**config.mk**
```make
export PLATFORM = sky130hd
export DESIGN_NAME = pipe_risc_core
export DESIGN_NICKNAME = d
export VERILOG_FILES = /design/src/rtl/pipe_risc_core.sv
export SDC_FILE = /design/constraint.sdc
export NUM_CORES = 2
export LEC_CHECK = 0
export BUFFER_PORTS_ARGS = -buffer_cell sky130_fd_sc_hd__buf_4
export CAP_MARGIN = 20
export CELL_PAD_IN_SITES_DETAIL_PLACEMENT = 1
export CELL_PAD_IN_SITES_GLOBAL_PLACEMENT = 2
export CORE_ASPECT_RATIO = 0.7
export CORE_MARGIN = 2
export CORE_UTILIZATION = 45
export CTS_CLUSTER_SIZE = 40
export DETAILED_ROUTE_END_ITERATION = 8
export PLACE_DENSITY = 0.86
export RECOVER_POWER = 50
export SLEW_MARGIN = 20
export SYNTH_ARGS = -nofsm -noshare
export SYNTH_HDL_FRONTEND = slang
export SYNTH_SLANG_ARGS = --single-unit
```
**constraint.sdc**
```tcl
create_clock -name clk -period 9.1 [get_ports clk]
set_input_delay 1.82 -clock clk [delete_from_list [all_inputs] [get_ports clk]]
set_output_delay 1.82 -clock clk [all_outputs]
set_load 0.1 [all_outputs]
```
**src/rtl/pipe_risc_core.sv**
```systemverilog
// rtl/pipe_risc_core.sv - 5-stage pipelined RISC core with forwarding, load-use interlock and branch flush
`timescale 1ns/1ps
module pipe_risc_core #(
  parameter int XLEN  = 16,
  parameter int RF_AW = 5,
  parameter int PC_W  = 10,
  parameter int DA_W  = 10
) (
  input  logic             clk,
  input  logic             rst_n,
  output logic [PC_W-1:0]  imem_addr,
  input  logic [31:0]      imem_rdata,
  output logic [DA_W-1:0]  dmem_addr,
  output logic [XLEN-1:0]  dmem_wdata,
  output logic             dmem_we,
  input  logic [XLEN-1:0]  dmem_rdata,
  output logic             halted,
  output logic [15:0]      retired,
  input  logic [RF_AW-1:0] dbg_raddr,
  output logic [XLEN-1:0]  dbg_rdata
);

  localparam logic [5:0] OP_ADD   = 6'h00;
  localparam logic [5:0] OP_SUB   = 6'h01;
  localparam logic [5:0] OP_AND   = 6'h02;
  localparam logic [5:0] OP_OR    = 6'h03;
  localparam logic [5:0] OP_SLT   = 6'h04;
  localparam logic [5:0] OP_MUL   = 6'h05;
  localparam logic [5:0] OP_LW    = 6'h08;
  localparam logic [5:0] OP_SW    = 6'h09;
  localparam logic [5:0] OP_ADDI  = 6'h0A;
  localparam logic [5:0] OP_SUBI  = 6'h0B;
  localparam logic [5:0] OP_SLTI  = 6'h0C;
  localparam logic [5:0] OP_BNEQZ = 6'h0D;
  localparam logic [5:0] OP_BEQZ  = 6'h0E;
  localparam logic [5:0] OP_HLT   = 6'h3F;
  localparam int NREG = 1 << RF_AW;

  // fetch state
  logic [PC_W-1:0]  pc;
  logic             fetch_stop;

  // IF/ID
  logic             ifid_valid;
  logic [31:0]      ifid_instr;
  logic [PC_W-1:0]  ifid_pc;

  // ID/EX
  logic             idex_valid;
  logic [5:0]       idex_op;
  logic [RF_AW-1:0] idex_rs, idex_rt, idex_dst;
  logic             idex_wen;
  logic [XLEN-1:0]  idex_a, idex_b, idex_imm;
  logic [PC_W-1:0]  idex_pc;

  // EX/MEM
  logic             exmem_valid, exmem_wen, exmem_is_lw, exmem_is_sw, exmem_is_hlt;
  logic [RF_AW-1:0] exmem_dst;
  logic [XLEN-1:0]  exmem_res, exmem_sdata;

  // MEM/WB
  logic             memwb_valid, memwb_wen, memwb_is_hlt;
  logic [RF_AW-1:0] memwb_dst;
  logic [XLEN-1:0]  memwb_val;

  logic [XLEN-1:0]  rf [NREG];

  // decode / hazard nets
  logic [5:0]       id_op_raw, id_op;
  logic [RF_AW-1:0] id_rs, id_rt, id_rd, id_dst;
  logic             id_wen, id_chk_rt, id_is_hlt;
  logic [XLEN-1:0]  id_a, id_b, id_imm;
  logic             wb_we;
  logic [XLEN-1:0]  fwd_a, fwd_b, op_b, ex_res;
  logic             ex_use_imm, ex_taken, flush, ld_use, id_hlt;
  logic [PC_W-1:0]  br_target;

  assign imem_addr  = pc;
  assign dmem_addr  = exmem_res[DA_W-1:0];
  assign dmem_wdata = exmem_sdata;
  assign dmem_we    = rst_n && !halted && exmem_valid && exmem_is_sw;
  assign wb_we      = memwb_valid && memwb_wen;
  assign dbg_rdata  = (dbg_raddr == '0) ? '0 : rf[dbg_raddr];

  // decode the IF/ID word; unknown opcodes collapse to HLT, destination 0 means no write
  always_comb begin
    id_op_raw = ifid_instr[31:26];
    id_rs     = ifid_instr[21 +: RF_AW];
    id_rt     = ifid_instr[16 +: RF_AW];
    id_rd     = ifid_instr[11 +: RF_AW];
    id_imm    = XLEN'($signed(ifid_instr[15:0]));
    id_op     = OP_HLT;
    id_dst    = '0;
    id_chk_rt = 1'b0;
    case (id_op_raw)
      OP_ADD, OP_SUB, OP_AND, OP_OR, OP_SLT, OP_MUL: begin
        id_op     = id_op_raw;
        id_dst    = id_rd;
        id_chk_rt = 1'b1;
      end
      OP_LW, OP_ADDI, OP_SUBI, OP_SLTI: begin
        id_op  = id_op_raw;
        id_dst = id_rt;
      end
      OP_SW: begin
        id_op     = id_op_raw;
        id_chk_rt = 1'b1;
      end
      OP_BNEQZ, OP_BEQZ: id_op = id_op_raw;
      default: id_op = OP_HLT;
    endcase
    id_wen    = (id_dst != '0);
    id_is_hlt = (id_op == OP_HLT);
  end

  // register read with bypass of the value being written back this cycle
  always_comb begin
    id_a = '0;
    id_b = '0;
    if (id_rs != '0) id_a = (wb_we && memwb_dst == id_rs) ? memwb_val : rf[id_rs];
    if (id_rt != '0) id_b = (wb_we && memwb_dst == id_rt) ? memwb_val : rf[id_rt];
  end

  // EX operand forwarding: younger non-load result in EX/MEM wins over MEM/WB
  always_comb begin
    fwd_a = idex_a;
    fwd_b = idex_b;
    if (idex_rs != '0) begin
      if (exmem_valid && exmem_wen && !exmem_is_lw && exmem_dst == idex_rs) fwd_a = exmem_res;
      else if (wb_we && memwb_dst == idex_rs) fwd_a = memwb_val;
    end
    if (idex_rt != '0) begin
      if (exmem_valid && exmem_wen && !exmem_is_lw && exmem_dst == idex_rt) fwd_b = exmem_res;
      else if (wb_we && memwb_dst == idex_rt) fwd_b = memwb_val;
    end
  end

  // ALU, branch resolution and hazard detection
  always_comb begin
    ex_use_imm = idex_op inside {OP_LW, OP_SW, OP_ADDI, OP_SUBI, OP_SLTI};
    op_b       = ex_use_imm ? idex_imm : fwd_b;
    ex_res     = '0;
    case (idex_op)
      OP_ADD, OP_ADDI, OP_LW, OP_SW: ex_res = fwd_a + op_b;
      OP_SUB, OP_SUBI:               ex_res = fwd_a - op_b;
      OP_AND:                        ex_res = fwd_a & op_b;
      OP_OR:                         ex_res = fwd_a | op_b;
      OP_SLT, OP_SLTI:               ex_res = XLEN'($signed(fwd_a) < $signed(op_b));
      OP_MUL:                        ex_res = fwd_a * op_b;
      default:                       ex_res = '0;
    endcase
    ex_taken  = idex_valid && ((idex_op == OP_BEQZ && fwd_a == '0) ||
                               (idex_op == OP_BNEQZ && fwd_a != '0));
    br_target = idex_pc + PC_W'(1) + PC_W'(idex_imm);
    flush     = ex_taken;
    ld_use    = idex_valid && idex_op == OP_LW && ifid_valid &&
                (idex_rt == id_rs || (id_chk_rt && idex_rt == id_rt));
    id_hlt    = ifid_valid && id_is_hlt;
  end

  // PC and IF/ID: flush beats load-use stall, which beats halt freeze
  always_ff @(posedge clk or negedge rst_n) begin
    if (!rst_n) begin
      pc         <= '0;
      fetch_stop <= 1'b0;
      ifid_valid <= 1'b0;
      ifid_instr <= '0;
      ifid_pc    <= '0;
    end else if (!halted) begin
      if (flush) begin
        pc         <= br_target;
        ifid_valid <= 1'b0;
      end else if (!ld_use) begin
        if (id_hlt || fetch_stop) begin
          ifid_valid <= 1'b0;
          if (id_hlt) fetch_stop <= 1'b1;
        end else begin
          pc         <= pc + PC_W'(1);
          ifid_valid <= 1'b1;
          ifid_instr <= imem_rdata;
          ifid_pc    <= pc;
        end
      end
    end
  end

  // ID/EX register; a bubble is inserted on flush or load-use stall
  always_ff @(posedge clk or negedge rst_n) begin
    if (!rst_n) begin
      idex_valid <= 1'b0;
      idex_op    <= '0;
      idex_rs    <= '0;
      idex_rt    <= '0;
      idex_dst   <= '0;
      idex_wen   <= 1'b0;
      idex_a     <= '0;
      idex_b     <= '0;
      idex_imm   <= '0;
      idex_pc    <= '0;
    end else if (!halted) begin
      idex_valid <= ifid_valid && !flush && !ld_use;
      idex_op    <= id_op;
      idex_rs    <= id_rs;
      idex_rt    <= id_rt;
      idex_dst   <= id_dst;
      idex_wen   <= id_wen;
      idex_a     <= id_a;
      idex_b     <= id_b;
      idex_imm   <= id_imm;
      idex_pc    <= ifid_pc;
    end
  end

  // EX/MEM register
  always_ff @(posedge clk or negedge rst_n) begin
    if (!rst_n) begin
      exmem_valid  <= 1'b0;
      exmem_wen    <= 1'b0;
      exmem_is_lw  <= 1'b0;
      exmem_is_sw  <= 1'b0;
      exmem_is_hlt <= 1'b0;
      exmem_dst    <= '0;
      exmem_res    <= '0;
      exmem_sdata  <= '0;
    end else if (!halted) begin
      exmem_valid  <= idex_valid;
      exmem_wen    <= idex_wen;
      exmem_is_lw  <= idex_op == OP_LW;
      exmem_is_sw  <= idex_op == OP_SW;
      exmem_is_hlt <= idex_op == OP_HLT;
      exmem_dst    <= idex_dst;
      exmem_res    <= ex_res;
      exmem_sdata  <= fwd_b;
    end
  end

  // MEM/WB register; loads capture the combinational read data
  always_ff @(posedge clk or negedge rst_n) begin
    if (!rst_n) begin
      memwb_valid  <= 1'b0;
      memwb_wen    <= 1'b0;
      memwb_is_hlt <= 1'b0;
      memwb_dst    <= '0;
      memwb_val    <= '0;
    end else if (!halted) begin
      memwb_valid  <= exmem_valid;
      memwb_wen    <= exmem_wen;
      memwb_is_hlt <= exmem_is_hlt;
      memwb_dst    <= exmem_dst;
      memwb_val    <= exmem_is_lw ? dmem_rdata : exmem_res;
    end
  end

  // register file write-back
  always_ff @(posedge clk or negedge rst_n) begin
    if (!rst_n) begin
      for (int i = 0; i < NREG; i++) rf[i] <= '0;
    end else if (!halted && wb_we) begin
      rf[memwb_dst] <= memwb_val;
    end
  end

  // retirement counter and sticky halt
  always_ff @(posedge clk or negedge rst_n) begin
    if (!rst_n) begin
      retired <= '0;
      halted  <= 1'b0;
    end else if (!halted && memwb_valid) begin
      retired <= retired + 16'd1;
      if (memwb_is_hlt) halted <= 1'b1;
    end
  end

endmodule

```
==> flow_summary_export.csv <==
group,metric,value,unit
run_status,status,"complete, but fails checks",
run_status,violations,"max-capacitance violations, max-slew violations",
clock_network,ctsHtreeMaxLevel,3,
sta,finalSetupViolations,0,
yosys,synth.area.top_cells,"dfrtp_1, mux4_2, mux2_2",
power_and_ir_drop,p_per_area,225,nW/um2
sta,hold_viol,0,
placed_design,dp_cells,5310,
clock_network,cts_setup_buffers,0,
finish,fin_cells,5452,
finish,design_area,52800,um2
clock_network,cts_made_buffers,76,
die,core_area,106000,um2
yosys,synthArstFlopShare,100,%
critical_path,required,9670,ps
yosys,synthesis.area,48200,um2
finish,drive_gt1_share,32.0,%
sta,period_minus_slack,8530,ps
finish,final_nets,4207,
yosys,ys_types,82,
yosys,synth_common_cells,"dfrtp_1, mux2_2, mux4_2",
yosys,ys_seq_elements,730,
critical_path,crit_path_max_fanout,19,
sta,tightest_slew,3690,ps
sta,rsz0062_at_grt,"false",
power_and_ir_drop,vdd_drop_max,0.305,mV
critical_path,max_stage_delay,620,ps
placed_design,place_congestion,0.962,
global_routing,grt_pass1_wl,258000,um
clock_network,cts_resized,0,
job,drv_cap,18,
global_routing,met2_usage,45.8,%
finish,regArea,18300,um2
critical_path,worstSetupEndpointType,"flip-flop",
detailed_routing,vias,36000,
yosys,yosysMostFrequentCell,"dfrtp_1",
sta,totalNegativeSetupSlack,0,ps
sta,max_slew_margin,-146,%
clock_network,cts_root_buf,"clkbuf_16",
die,fp.dieW,395,um
die,dieArea,110000,um2
die,die_y,278,um
min_path,hold_path.class,"flip-flop to flip-flop",
critical_path,critPathKind,"flip-flop to flip-flop",
yosys,yosys.area.top_type,"dfrtp_1",
detailed_routing,drtIter0Drc,3977,
finish,fin_util,49.7,%
finish,nFillCells,10800,
yosys,synth_cells,4006,
critical_path,start_kind,"flip-flop",
placed_design,post-place-ws,777,ps
global_routing,grt_use_met3,8.35,%
clock_network,clock-sinks,730,
finish,syn_to_final_growth,9.55,%
yosys,synth.avg_cell_area,12.0,um2
global_routing,grt_use_met1,46.3,%
yosys,yosysTopAreaCellShare,37.9,%
sta,timing.final.crit_share,93.7,%
die,io_pins,125,
clock_network,worstSkewPairLatency,700,ps
finish,multiInputGateArea,27600,um2
yosys,synth-edff-count,0,
sta,setup_ws,574,ps
critical_path,cp.arrival,9100,ps
clock_network,cts_tree,"done",
yosys,yosysWarnings,0,
global_routing,grt_pass1_vias,37000,
global_routing,track_usage,31.8,%
power_and_ir_drop,power.leakage,23.3,nW
clock_network,clk_pin_slew_worst_paths,70,ps
yosys,ys.flop_type,"dfrtp_1",
critical_path,crit_path_frequent_cell,"inv_1",
global_routing,grt_overflow_total,0,
global_routing,gr-max-usage-layer,"met1",
global_routing,grt_max_degree,177,
die,start_util,45.3,%
detailed_routing,drtAntennaViolNets,0,
detailed_routing,wirelength,174000,um
yosys,synth-seq-area-share,37.9,%
global_routing,grt_antenna_before_repair,4,
yosys,synthesis.nets,4251,
placed_design,dpl_cell_area,50400,um2
clock_network,cts_buffer_depth,3,
placed_design,io_buffers,124,
detailed_routing,wl_per_cell,32.0,um
detailed_routing,vias_per_cell,6.60,
placed_design,dp_hpwl,114000,um
detailed_routing,dr.pass1.iters,5,
critical_path,cp_slowest_cell,"or2_2",
clock_network,hold_buffers,0,
sta,fmax,117,MHz
detailed_routing,route.detailed.drc,0,
sta,slew_violations,770,
die,num_rows,100,
sta,worst_clock_skew,31.2,ps
-- cells in the final DEF (no fill, tap or decap), types with 9 or more instances in the layout --
cell type and n:
a21oi_1 138, nor2_2 13, a2bb2oi_1 10, o21ai_0 202, xnor2_1 71, a31oi_1 17
o21a_1 9, nand2_1 262, clkinv_2 15, mux2i_1 173, nor3_1 41, nor2_1 260
dfrtp_1 720, fa_1 83, nor4_1 9, ha_1 107, nand4_1 16, o21bai_1 9
o22ai_1 59, mux2_1 9, xor2_1 31, clkbuf_8 14, inv_1 200, a22o_1 20
a21o_1 9, clkbuf_16 77, o22a_1 18, o221ai_1 45, mux2_2 509, clkbuf_1 71
mux4_2 390, buf_4 168, mux2_4 30, nand3_1 26
-- path summary, 6_finish.rpt --
| kind | from | to | slack (ps) | cells past startpoint |
|---|---|---|---|---|
| max | exmem_is_lw$_DFFE_PN0N_ | exmem_res[13]$_DFFE_PN0N_ | 570 | 32 |
| min | retired[15]$_DFFE_PN0P_ | retired[15]$_DFFE_PN0P_ | 470 | 1 |
| max reg2reg | exmem_is_lw$_DFFE_PN0N_ | exmem_res[13]$_DFFE_PN0N_ | 570 | 32 |
| min reg2reg | retired[15]$_DFFE_PN0P_ | retired[15]$_DFFE_PN0P_ | 470 | 1 |
| max in group asynchronous | rst_n | ifid_instr[20]$_DFFE_PN0P_ | 1250 | 3 |
| min in group asynchronous | rst_n | rf[224]$_DFFE_PN0P_ | 2260 | 1 |
-- where the power goes --
group	internal (mW)	total [mW]	switching [mW]	leakage [nW]
Clock	1.92	3.39	1.47	1.30
Sequential	3.51	4.12	0.613	9.97
Combinational	1.60	4.37	2.77	12.0
-- layer usage --
layer  vias to the layer above  wire length [um]
met2                      1796             75200
met3                       375             17400
met4                         2              6400
met1                     19200             75500
li1                      14700                 -
met5                         -                13
-- layout make-up --
class | instances | area share, %
antenna | 2 | 0.00949
clock inverter | 35 | 0.901
tap | 1428 | 3.39
multi-input combinational | 2713 | 52.4
clock buffer | 103 | 4.10
sequential | 730 | 34.7
inverter | 204 | 1.45
timing repair buffer | 237 | 3.07
-- cell families after synthesis --
| group | count (synthesis) | synth area share, % |
|---|---|---|
| and+or+nand+nor | 697 | 6.19 |
| xor gates and xnor gates | 105 | 2.00 |
| adders and majority gates | 190 | 6.23 |
| muxes | 1111 | 34.9 |
| buffers and inverters | 563 | 4.79 |
| AOI/OAI and AO/OA | 610 | 7.99 |
| DFF | 730 | 37.9 |
-- through the flow --
stage | power (mW) | hold slack, ps
after floorplan | 6.94 | 438
after global routing | 12.3 | 494
after detailed placement | 8.44 | 466
after CTS | 11.8 | 478
after global placement | 8.38 | 451
final | 11.9 | 471
-- critical path, delay by kind of cell (launching register included) --
family / cells / cell delay (ps)
XOR/XNOR: 1 / 220
adder cells (fa/ha/maj): 8 / 2990
flip-flops: 1 / 370
buffers and inverters: 7 / 880
AO/OA/AOI/OAI: 11 / 2260
AND/OR/NAND/NOR: 4 / 1430
multiplexers: 1 / 220
-- sequential cells by signal, summed over array words and instances (netlist names), 6 cells and up --
| register | count |
|---|---|
| dmem_wdata | 16 |
| idex_op | 6 |
| retired | 16 |
| memwb_val | 16 |
| idex_a | 16 |
| idex_imm | 16 |
| rf | 512 |
| ifid_instr | 32 |
| idex_b | 16 |
| idex_pc | 10 |
| exmem_res | 16 |
| ifid_pc | 10 |
| imem_addr | 10 |
No activity file was read; power rests on OpenSTA's default activity.
